==> src/rtl/display_init_sequencer.sv <==
// Steps through a display init program held in an external synchronous ROM,
// handing each byte to the serial shifter or waiting out programmed delays.
module display_init_sequencer #(
  parameter int ADDR_W     = 6,
  parameter int DELAY_UNIT = 1000,
  parameter int BYTE_BITS  = 8
) (
  input  logic              clk,
  input  logic              rst_n,
  input  logic              start,
  input  logic              sclkPosEdge,
  input  logic [9:0]        rom_data,
  output logic [ADDR_W-1:0] rom_addr,
  output logic [9:0]        instr,
  output logic              load,
  output logic              busy,
  output logic              done
);

  localparam int DCNT_W = $clog2(255 * DELAY_UNIT + 1);
  localparam int BCNT_W = (BYTE_BITS > 1) ? $clog2(BYTE_BITS) : 1;

  localparam logic [9:0]        INSTR_IDLE = 10'h200;
  localparam logic [ADDR_W-1:0] ADDR_LAST  = {ADDR_W{1'b1}};
  localparam logic [BCNT_W-1:0] BIT_LAST   = BCNT_W'(BYTE_BITS - 1);
  localparam logic [DCNT_W-1:0] DELAY_MUL  = DCNT_W'(DELAY_UNIT);

  typedef enum logic [2:0] {
    S_IDLE   = 3'd0,
    S_FETCH  = 3'd1,
    S_DECODE = 3'd2,
    S_SEND   = 3'd3,
    S_DELAY  = 3'd4
  } state_t;

  state_t              state_r,    state_s;
  logic [ADDR_W-1:0]   rom_addr_r, rom_addr_s;
  logic [9:0]          instr_r,    instr_s;
  logic                load_r,     load_s;
  logic                busy_r,     busy_s;
  logic                done_r,     done_s;
  logic [BCNT_W-1:0]   bitcnt_r,   bitcnt_s;
  logic [DCNT_W-1:0]   dcnt_r,     dcnt_s;
  logic                advance_s;
  logic                finish_s;

  // Next-state and next-output computation for the whole sequencer.
  always_comb begin
    state_s    = state_r;
    rom_addr_s = rom_addr_r;
    instr_s    = instr_r;
    load_s     = 1'b0;
    busy_s     = busy_r;
    done_s     = done_r;
    bitcnt_s   = bitcnt_r;
    dcnt_s     = dcnt_r;
    advance_s  = 1'b0;
    finish_s   = 1'b0;

    case (state_r)
      S_IDLE: begin
        if (start) begin
          rom_addr_s = '0;
          busy_s     = 1'b1;
          done_s     = 1'b0;
          state_s    = S_FETCH;
        end else begin
          state_s    = S_IDLE;
        end
      end
      S_FETCH: begin
        state_s = S_DECODE;
      end
      S_DECODE: begin
        instr_s = rom_data;
        case (rom_data[9:8])
          2'b00, 2'b01: begin
            load_s   = 1'b1;
            bitcnt_s = '0;
            state_s  = S_SEND;
          end
          2'b10: begin
            dcnt_s  = DCNT_W'(rom_data[7:0]) * DELAY_MUL;
            state_s = S_DELAY;
          end
          default: begin
            finish_s = 1'b1;
          end
        endcase
      end
      S_SEND: begin
        // load_r marks the first SEND cycle, whose edge belongs to the previous byte
        if (sclkPosEdge && !load_r) begin
          if (bitcnt_r == BIT_LAST) begin
            advance_s = 1'b1;
          end else begin
            bitcnt_s  = bitcnt_r + BCNT_W'(1);
          end
        end else begin
          bitcnt_s = bitcnt_r;
        end
      end
      S_DELAY: begin
        // A zero delay still spends one cycle here
        if (dcnt_r <= DCNT_W'(1)) begin
          advance_s = 1'b1;
        end else begin
          dcnt_s    = dcnt_r - DCNT_W'(1);
        end
      end
      default: begin
        state_s = S_IDLE;
      end
    endcase

    if (advance_s) begin
      if (rom_addr_r == ADDR_LAST) begin
        finish_s   = 1'b1;
      end else begin
        rom_addr_s = rom_addr_r + ADDR_W'(1);
        state_s    = S_FETCH;
      end
    end else begin
      rom_addr_s = rom_addr_s;
    end

    // Running off the end of the ROM terminates just like the end opcode
    if (finish_s) begin
      instr_s = INSTR_IDLE;
      busy_s  = 1'b0;
      done_s  = 1'b1;
      state_s = S_IDLE;
    end else begin
      instr_s = instr_s;
    end
  end

  // State and output registers with synchronous active-low reset.
  always_ff @(posedge clk) begin
    if (!rst_n) begin
      state_r    <= S_IDLE;
      rom_addr_r <= '0;
      instr_r    <= INSTR_IDLE;
      load_r     <= 1'b0;
      busy_r     <= 1'b0;
      done_r     <= 1'b0;
      bitcnt_r   <= '0;
      dcnt_r     <= '0;
    end else begin
      state_r    <= state_s;
      rom_addr_r <= rom_addr_s;
      instr_r    <= instr_s;
      load_r     <= load_s;
      busy_r     <= busy_s;
      done_r     <= done_s;
      bitcnt_r   <= bitcnt_s;
      dcnt_r     <= dcnt_s;
    end
  end

  assign rom_addr = rom_addr_r;
  assign instr    = instr_r;
  assign load     = load_r;
  assign busy     = busy_r;
  assign done     = done_r;

endmodule
==> config.mk <==
export PLATFORM = sky130hd
export DESIGN_NAME = display_init_sequencer
export DESIGN_NICKNAME = d
export VERILOG_FILES = /design/src/rtl/display_init_sequencer.sv
export SDC_FILE = /design/constraint.sdc
export NUM_CORES = 1
export LEC_CHECK = 0
export ABC_AREA = 0
export CAP_MARGIN = 15
export CORE_ASPECT_RATIO = 1.2
export CORE_MARGIN = 2
export CORE_UTILIZATION = 40
export CTS_BUF_LIST = sky130_fd_sc_hd__clkbuf_16
export CTS_CLUSTER_DIAMETER = 100
export DETAILED_ROUTE_END_ITERATION = 10
export GPL_TIMING_DRIVEN = 0
export HOLD_SLACK_MARGIN = 0.03
export MAX_ROUTING_LAYER = met4
export SYNTH_ARGS = -nofsm -noshare
export SYNTH_HDL_FRONTEND = slang
export SYNTH_SLANG_ARGS = --single-unit
==> constraint.sdc <==
create_clock -name clk -period 8.8 [get_ports clk]
set_clock_uncertainty 0.05 [all_clocks]
set_input_delay 1.32 -clock clk [delete_from_list [all_inputs] [get_ports clk]]
set_output_delay 1.32 -clock clk [all_outputs]
set_load 0.01 [all_outputs]
Word-level counts from Yosys, hierarchy flattened:

Cells that the tools add are included.

* register bits: 43
* input bits: 14
* output and inout port bits: 19
* word-level logic and storage cells: 72

* add/sub/neg operators: 3
* $mul: 1
* magnitude comparators: 1
* eq/ne operators: 13
* mux-type cells: 28
* bitwise operators: 1
* reduce and logical (&&, ||, !) cells: 17

Operators with widths (number)
* two-way mux 18 bit: 2
* case mux 18 bit (2 select lines): 1
* two-way mux 6 bit: 4
* <= comparator 18 x 1 -> 1 bit, second input constant: 1
* subtractor 18 x 1 -> 18 bit, second input constant: 1
* multiplier 8 x 7 -> 15 bit, second input constant: 1
* two-way mux 3 bit: 5
* two-way mux 1 bit: 12
* case mux 3 bit (2 select lines): 2
* case mux 3 bit (4 select lines): 1
* != test 2 bit, second input constant: 5
* nonzero test 2 bit: 4
* adder 6 x 1 -> 6 bit, second input constant: 1
* equality test 3 x 2 -> 1 bit, second input constant: 2
* equality test 3 bit, second input constant: 2
* equality test 6 bit, second input constant: 1
* AND reduction 2 bit: 3
* OR reduction 2 bit: 3
* AND reduction 4 bit: 1
* adder 3 x 1 -> 3 bit, second input constant: 1
* equality test 3 x 1 -> 1 bit, second input constant: 1
* logical NOT 3 bit: 1
* AND reduction 3 bit: 1
* OR reduction 3 bit: 1
* 7 further kinds: 7

Logic depth before layout (Yosys ltp):

* depth after elaboration: 8
* mapped depth: 13
* gate-level depth less buffers: 13

Worst setup path after synthesis:

No wires, ideal clock.

* path type: input port to flip-flop
* start: input port rom_data[1]
* end: register dcnt_r[14]
* setup time: 0.134 ns
* arrival time: 4.788 ns
* required time: 8.616 ns
* path slack: 3.828 ns
* stages: 12
* buffers on the path: 0
* cells stage by stage: fa_1 -> inv_1 -> fa_1 -> fa_1 -> fa_1 -> inv_1 -> ha_1 -> a21o_1 -> a221o_1 -> o31ai_1 -> mux2i_1 -> a31oi_1

* word-level cells in the longest chain between the ends: 3

Ends and longest elaborated chain
* from (decl): line 12 `input logic [9:0] rom_data,`
* multiplier 8 x 7 -> 15 bit: line 83 `dcnt_s = DCNT_W'(rom_data[7:0]) * DELAY_MUL;`
* two-way mux 18 bit: line 76 `case (rom_data[9:8])`
* case mux 18 bit (2 select lines): line 60 `case (state_r)`
* to (signal assigned): line 157 `dcnt_r <= dcnt_s;`
* to (decl): line 43 `logic [DCNT_W-1:0] dcnt_r, dcnt_s;`

Every way passes these cells. The select of a mux whose other input is x is not followed.
A chain may end at the register's enable or synchronous reset.

Worst setup path in the final report:

* start: input port rom_data[0]
* end: register dcnt_r[14]

Same word-level chain as after synthesis.

==> reports/results.tsv <==
metric	value	unit
ranking of synthesized cells by area	dfxtp_1 (23%), ha_1 (15%), fa_1 (11%), a21oi_1 (4.7%), inv_1 (4.6%)	
f_max	176	MHz
leakage	0.00185	uW
worst hold-check path type	reg2reg	
met1 global-route usage	0.232	
RSZ-0062 raised after global routing	no	
H-tree depth	2	
register area	861	um^2
Area Overhead vs Synth	16.0	%
pre-CTS WS	2.81	ns
CP bufs+invs	3	
Post-CTS Setup Inserts	0	
initial cell density of the core	0.414	
Tot GR Track Use	0.199	
number of enable flip-flop cells after synthesis	0	
Iter 0 DRT Violations	236	
critical path arrival	5.79	ns
Hold Vio Cnt, Final	0	
CTS tree	yes	
VDD IR max	117	uV
Worst Reg-to-Reg Cells	7	
shortest period the worst path allows	5.69	ns
CP Launch Type	primary input	
Critical-path top delay cell	fa_1	
r2r endpoint	state_r[0]	
Buffers on Ports	31	
most common library cell in the layout ignoring fill and taps	inv_1	
CORE AREA	9080	um^2
crit path max fanout	7	
GP Congestion	0.922	
vias in the first global route	3231	
slowest cell delay on critical path	0.71	ns
clk root buf	clkbuf_16	
Worst setup EP type	flip-flop	
DRT Wirelength	9310	um
Hold Path Sink	busy	
relative slew slack	0.500	
Worst Hold Path Cells	2	
maximum clock path buffer count	2	
pin count of the biggest net entering global routing	14	
met3 Resource Use GR	0.0258	
Reg2Reg Launch Point	dcnt_r[11]	
Final Max Tran Viols	0	
total CTS buffers	5	
#FFs+latches synth	43	
setup ws final	3.11	ns
critical path required time	8.89	ns
Post-DP Area	4220	um^2
initial antenna violation count	0	
ANT nets after route	0	
clk slew on worst S/H paths	0.06	ns
Detailed Routing Iterations Pass 1	4	
routed vias	3315	
Async S/R FF share, synth	0	
ys flop type	dfxtp_1	
Final Core Density	0.480	
TritonCTS Sinks	43	
Mapped Nets	518	
fill count	914	
design area	4360	um^2
critical path, cell by cell	clkdlybuf4s50_1 > fa_1 > xor2_1 > ha_1 > inv_1 > fa_1 > fa_1 > inv_1 > ha_1 > and3_1 > a221o_1 > o31ai_1 > mux2i_1 > a31oi_1	
final worst path period share	0.647	
MaxCap Viol Count	0	
Slew @ Worst Pin	0.745	ns
Resized cells post-CTS	0	
die area	10200	um^2
Cells after Synth	439	
commonest cells after routing, fill and taps aside	inv_1 (47), ha_1 (44), dfxtp_1 (43), nand2_1 (39), a21oi_1 (35)	
post-synth top area cell	dfxtp_1	
first-pass GRT wire length	15600	um
Via density	5.54	
Nets	556	
number of cell rows	38	
Die X	92.5	um
grt ovf	0	
PwrDens	196	nW/um^2
M2 GR Usage	0.356	
layout cell share with drive strength beyond 1	0.0607	
Worst Hold Launch	busy	
dpl hpwl	7230	um
syn avg cell area	8.56	um^2
Avg WL per Cell	15.6	um
hold_buf cts	0	
area of the multi-input gates	2640	um^2
Skew-Pair Late Insertion Delay	0.29	ns
final setup vio count	0	
critical path class	in2reg	
GRT busiest layer	met2	
crit path from	rom_data[0]	
status	complete, no violations	
Netlist cell types	71	
CP most frequent cell	fa_1	
Cell Area, Synth	3760	um^2
ANT cells	0	
die height	110	um
sequential share of the synthesized area	0.229	
total negative setup slack	0	ns
share of the synthesized area in the top cell type	0.229	
drt drc	0	
I/O Pins	33	
R2R setup slack	6.43	ns
Ys Warns	0	
critical path's top delay family	adder cells	
[kinds of logic after synthesis]
family          Yosys count  synth area share
compound gates          123             0.218
fa+ha+maj                65             0.258
simple gates            130             0.185
buf+inv                  62            0.0676
mux                       4            0.0107
xor+xnor                 12            0.0316
flops                    43             0.229
[sequential cells by signal (all words and copies together) (netlist names)]
name	cells
dcnt_r	18
instr	10
rom_addr	6
bitcnt_r	3
state_r	3
busy	1
done	1
load	1
[per-layer routing]
layer / up-vias / share of wire / wire length (um)
li1: 1643 / - / -
met2: 72 / 0.51 / 4760
met5: - / 0 / 0
met1: 1586 / 0.43 / 4000
met4: 0 / 0.020 / 186
met3: 14 / 0.039 / 363
[power breakdown]
part           internal (uW)  total (uW)  switching (uW)
registers                203         213            9.20
logic                    196         461             265
clock network            104         183            78.9
[cell usage after synthesis (6+ instances only)]
cell and instances:
inv_1 46, a31oi_1 7, nand3_1 16, a21oi_1 35, nand2_1 39, clkbuf_1 8, a211oi_1 6, nor3_1 9
xnor2_1 8, dfxtp_1 43, fa_1 21, nor2_1 21, ha_1 44, o21ai_0 24
[worst max path at each step]
stage / cells past startpoint / endpoint / slack, ns
floorplan: 12 / dcnt_r[14] / 3.83
global placement: 13 / dcnt_r[14] / 2.86
detailed placement: 14 / dcnt_r[14] / 2.81
CTS: 14 / dcnt_r[14] / 3.07
global route: 14 / dcnt_r[14] / 2.84
finish: 14 / dcnt_r[14] / 3.11
[metrics by stage]
step	hold WS (ns)	std cells	total power, uW
floorplan	0.407	439	569
CTS	0.400	598	863
detailed placement	0.389	590	676
global placement	0.385	590	668
global route	0.425	598	932
finish	0.396	598	856
[worst register-to-register path, stage by stage, from the launching register on]
cell,delay (ns)
dfxtp_1,0.34
nor4_1,0.67
and4_1,0.29
buf_4,0.17
a31oi_1,0.16
o211ai_2,0.30
buf_4,0.22
nor2_1,0.06
[area by class of cell]
type,count,area share
plain buffers,16,0.0187
well taps,120,0.0344
multi-input cells,334,0.606
flip-flops and latches,43,0.197
clock buffers,5,0.0287
repair buffers,31,0.0712
inverters,46,0.0396
clock inverters,3,0.00373
Note: power is estimated with default switching activity, not from simulation.
